===== src/rtl/uart_rx_fifo.sv =====
// Receive buffer behind the UART receiver: FWFT FIFO with a valid/ready output,
// sticky overrun, almost-full flag and an idle-timeout pulse for short messages.
module uart_rx_fifo #(
    parameter int DATA_W       = 8,
    parameter int DEPTH        = 16,
    parameter int AW           = $clog2(DEPTH),
    parameter int ALMOST_FULL  = 12,
    parameter int IDLE_TIMEOUT = 40
) (
    input  logic              clk,
    input  logic              rst,
    input  logic [DATA_W-1:0] rx_data,
    input  logic              rx_ready,
    output logic [DATA_W-1:0] m_data,
    output logic              m_valid,
    input  logic              m_ready,
    output logic [AW:0]       level,
    output logic              almost_full,
    output logic              overrun,
    input  logic              overrun_clr,
    output logic              timeout
);
    localparam int CW = $clog2(IDLE_TIMEOUT + 1);
    localparam logic [AW:0] FULL_LVL = (AW + 1)'(DEPTH);
    localparam logic [AW:0] AF_LVL   = (AW + 1)'(ALMOST_FULL);
    localparam logic [CW-1:0] IDLE_LAST = CW'(IDLE_TIMEOUT - 1);

    logic [DATA_W-1:0] mem [DEPTH];
    logic [AW-1:0]     wr_ptr;
    logic [AW-1:0]     rd_ptr;
    logic [AW:0]       level_q;
    logic [AW:0]       level_nxt;
    logic [CW-1:0]     idle_cnt;
    logic              armed;
    logic              push;
    logic              pop;
    logic              drop;

    assign m_valid     = (level_q != '0);
    assign m_data      = mem[rd_ptr];
    assign level       = level_q;
    assign almost_full = (level_q >= AF_LVL);

    // A pop frees a slot in the same cycle, so a full FIFO can still accept.
    assign pop  = m_valid && m_ready;
    assign push = rx_ready && ((level_q != FULL_LVL) || pop);
    assign drop = rx_ready && !push;

    always_comb begin
        level_nxt = level_q;
        if (push && !pop) begin
            level_nxt = level_q + 1'b1;
        end else if (pop && !push) begin
            level_nxt = level_q - 1'b1;
        end
    end

    always_ff @(posedge clk) begin
        if (rst) begin
            for (int i = 0; i < DEPTH; i++) begin
                mem[i] <= '0;
            end
            wr_ptr   <= '0;
            rd_ptr   <= '0;
            level_q  <= '0;
            overrun  <= 1'b0;
            idle_cnt <= '0;
            armed    <= 1'b0;
            timeout  <= 1'b0;
        end else begin
            if (push) begin
                mem[wr_ptr] <= rx_data;
                wr_ptr      <= wr_ptr + 1'b1;
            end
            if (pop) begin
                rd_ptr <= rd_ptr + 1'b1;
            end
            level_q <= level_nxt;

            if (drop) begin
                overrun <= 1'b1;
            end else if (overrun_clr) begin
                overrun <= 1'b0;
            end

            // Draining to empty cancels a pending pulse; expiry disarms.
            timeout <= 1'b0;
            if (push) begin
                idle_cnt <= '0;
                armed    <= 1'b1;
            end else if (level_nxt == '0) begin
                idle_cnt <= '0;
                armed    <= 1'b0;
            end else if (armed && idle_cnt == IDLE_LAST) begin
                timeout  <= 1'b1;
                armed    <= 1'b0;
                idle_cnt <= '0;
            end else if (armed) begin
                idle_cnt <= idle_cnt + 1'b1;
            end
        end
    end
endmodule


===== config.mk =====
export PLATFORM = sky130hd
export DESIGN_NAME = uart_rx_fifo
export DESIGN_NICKNAME = d
export VERILOG_FILES = /design/src/rtl/uart_rx_fifo.sv
export SDC_FILE = /design/constraint.sdc
export NUM_CORES = 1
export LEC_CHECK = 0
export CORE_AREA = 2 2 125 140
export CTS_BUF_LIST = sky130_fd_sc_hd__clkbuf_8
export DETAILED_ROUTE_END_ITERATION = 8
export DIE_AREA = 0 0 127 142
export PLACE_DENSITY_LB_ADDON = 0.08
export SLEW_MARGIN = 10
export SYNTH_ARGS = -nofsm -noshare
export SYNTH_HDL_FRONTEND = slang
export SYNTH_SLANG_ARGS = --single-unit

===== constraint.sdc =====
create_clock -name clk -period 3.4 [get_ports clk]
set_input_delay 0.51 -clock clk [delete_from_list [all_inputs] [get_ports clk]]
set_output_delay 0.51 -clock clk [all_outputs]
set_load 0.02 [all_outputs]

==> qor.yml <==
sta:
  hold_slack_ns: 0.496
  maxSlewViolCount: 0
  worstMarginPinSlew_ns: 0.767
  hold_violations: 0
  setup_viol: 0
  rsz0062_at_grt: "no"
  final.setup.tns_ns: 0
  fin_crit_ns: 3.21
  skew_ns: 0.0123
  worst_slack_ns: 0.186
  fmax_ghz: 0.311
  slew_headroom: 0.487
  fin_crit_sh: 0.945
layout:
  fill_cells: 1444
  diodes: 0
  drive_above_1_share: 0.207
  final_common_cell: "and2_1"
  layout_common_cells: "and2_1 (129), edfxtp_1 (128), mux4_2 (40)"
  seq_area_sq_um: 4370
  multiInputGateArea_sq_um: 2810
  final_cell_area_sq_um: 8290
  area_growth_pct: 12.9
  fin_nets: 561
drt:
  firstDrtPassIters: 4
  ant_nets: 0
  drt_iter0_markers: 297
  wl_per_cell_um: 22.5
  drc_errors: 0
  totalWireLength_um: 17100
  num_vias: 4030
  vias_per_cell: 5.30
synth:
  ys.warnings.count: 0
  syn-cell-area_sq_um: 7350
  synth_flop_cell: "edfxtp_1"
  synth.distinct_cells: 51
  syn_area_per_cell_sq_um: 14.6
  syn-instance-count: 505
  yosysSeqAreaShare: 0.594
  synth_edf_count: 128
  ys_ff_latch: 154
  async_reset_ff_frac: 0
  syn_nets: 527
place:
  numPortBuffers: 29
  place_area_sq_um: 7860
  gp_congestion: 0.809
  dp_hpwl_um: 11800
  place_ws_ns: 0.369
job:
  drv_cap: 0
floorplan:
  core_area_sq_um: 16600
  io_pins: 30
  rows: 50
  initial_utilization: 0.442
  die-area_sq_um: 18000
  die_w_um: 127
  die_y_um: 142
global_routing:
  grt_pass1_wl_um: 25700
  grt_overflow: 0
  grt_pass1_vias: 4195
  grt_max_degree: 33
  grtUsageTotal: 0.198
  antenna_found_initial: 0
clock_network:
  cts.clk_slew.worst_paths_ns: 0.08
  postCtsHoldBufs: 0
  cts_tree: "done"
  cts_max_level: 4
  cts_setup_buffers: 0
  clockBufferDepth: 2
  cts_made_buffers: 17
  cts_sinks: 154
  clk_latency_ns: 0.45
  cts_resized: 0
  cts-root-buf: "clkbuf_8"
pwr:
  ir_drop_mv: 0.307
  p_leak_uw: 0.00299
  p_per_area_nw_per_um2: 595
critical_path:
  path_class: "flip-flop to output pin"
  r2r_setup_slack_ns: 0.57
  critPathArrivalTime_ns: 2.70
  required_ns: 2.89
  path_max_fanout: 15
  endpoint_kind: "output pin"
  cp-start-kind: "flip-flop"
run_status:
  status: "finished, final reports clean"
min_path:
  hp-class: "flip-flop to flip-flop"
==> metal layers <==
metal	up-vias	track usage	wire length (um)
li1	1900	-	-
met1	2035	0.258	7450
met2	85	0.338	8730
met3	10	0.0414	648
met4	0	0.0567	252
met5	-	0	0
==> flip-flops by register name (all words and copies together), names as in the netlist, named ones only <==
| signal | count |
|---|---|
| timeout | 1 |
| mem | 128 |
| overrun | 1 |
| wr_ptr | 4 |
| rd_ptr | 4 |
| level | 5 |
| armed | 1 |
| idle_cnt | 6 |
==> where the power goes <==
group          switching [uW]  internal (uW)  total, uW
logic                     618            648       1270
registers                 121           2150       2270
clock network             661            739       1400
total                    1400           3540       4940
==> synthesized netlist by cell type, types with 3 or more instances <==
master	count	area, sq um
a21oi_1	4	20.0
and2_1	129	807
buf_1	7	26.3
buf_6	5	56.3
clkbuf_1	13	48.8
dfxtp_1	26	521
edfxtp_1	128	3840
ha_1	9	113
inv_1	7	26.3
mux4_2	40	901
nand2_1	13	48.8
nand2b_1	7	43.8
nand3b_4	3	60.1
nand4_1	7	43.8
nor2_1	27	101
nor2_2	10	62.6
nor4_4	4	85.1
o21ai_0	3	15.0
or2_1	12	75.1
or2_2	4	25.0
xnor2_1	4	35.0
xor2_1	8	70.1
==> cells by family (layout without fill, tap and decap cells) <==
logic type               after synthesis  after routing  share of synthesized area
multiplexers                          41             41                      0.124
AND/OR/NAND/NOR                      233            233                      0.205
buffers and inverters                 35             82                     0.0238
flip-flops                           154            154                      0.594
XOR/XNOR                              12             12                     0.0143
adder cells (fa/ha/maj)                9              9                     0.0153
AO/OA/AOI/OAI                         21             21                     0.0237
==> worst max-delay path: stages, from the launching register on <==
cell and delay (ns):
dfxtp_4 0.44, buf_12 0.21, mux4_2 0.58, mux4_2 0.48, clkdlybuf4s50_1 0.55
==> stage by stage <==
stage	utilization	power (uW)	std cells
final	0.498	4940	760
after CTS	0.497	4950	759
after floorplan	-	3190	505
after global placement	0.472	3540	727
after detailed placement	0.472	3560	727
after global routing	0.498	5150	760
==> worst paths after layout <==
path,start,end,depth (start not counted)
max reg2reg,level[0],mem[8][7],8
max,flip-flop,m_data[4],4
min,overrun,overrun,2
min reg2reg,overrun,overrun,2
==> area by class of cell <==
class | count | share of cell area
well taps | 208 | 0.0314
clock inverters | 10 | 0.0122
repair buffers | 43 | 0.0513
multi-input cells | 316 | 0.339
flip-flops and latches | 154 | 0.527
inverters | 7 | 0.00317
clock buffers | 22 | 0.0365
Power figures use the tool's default switching activity.
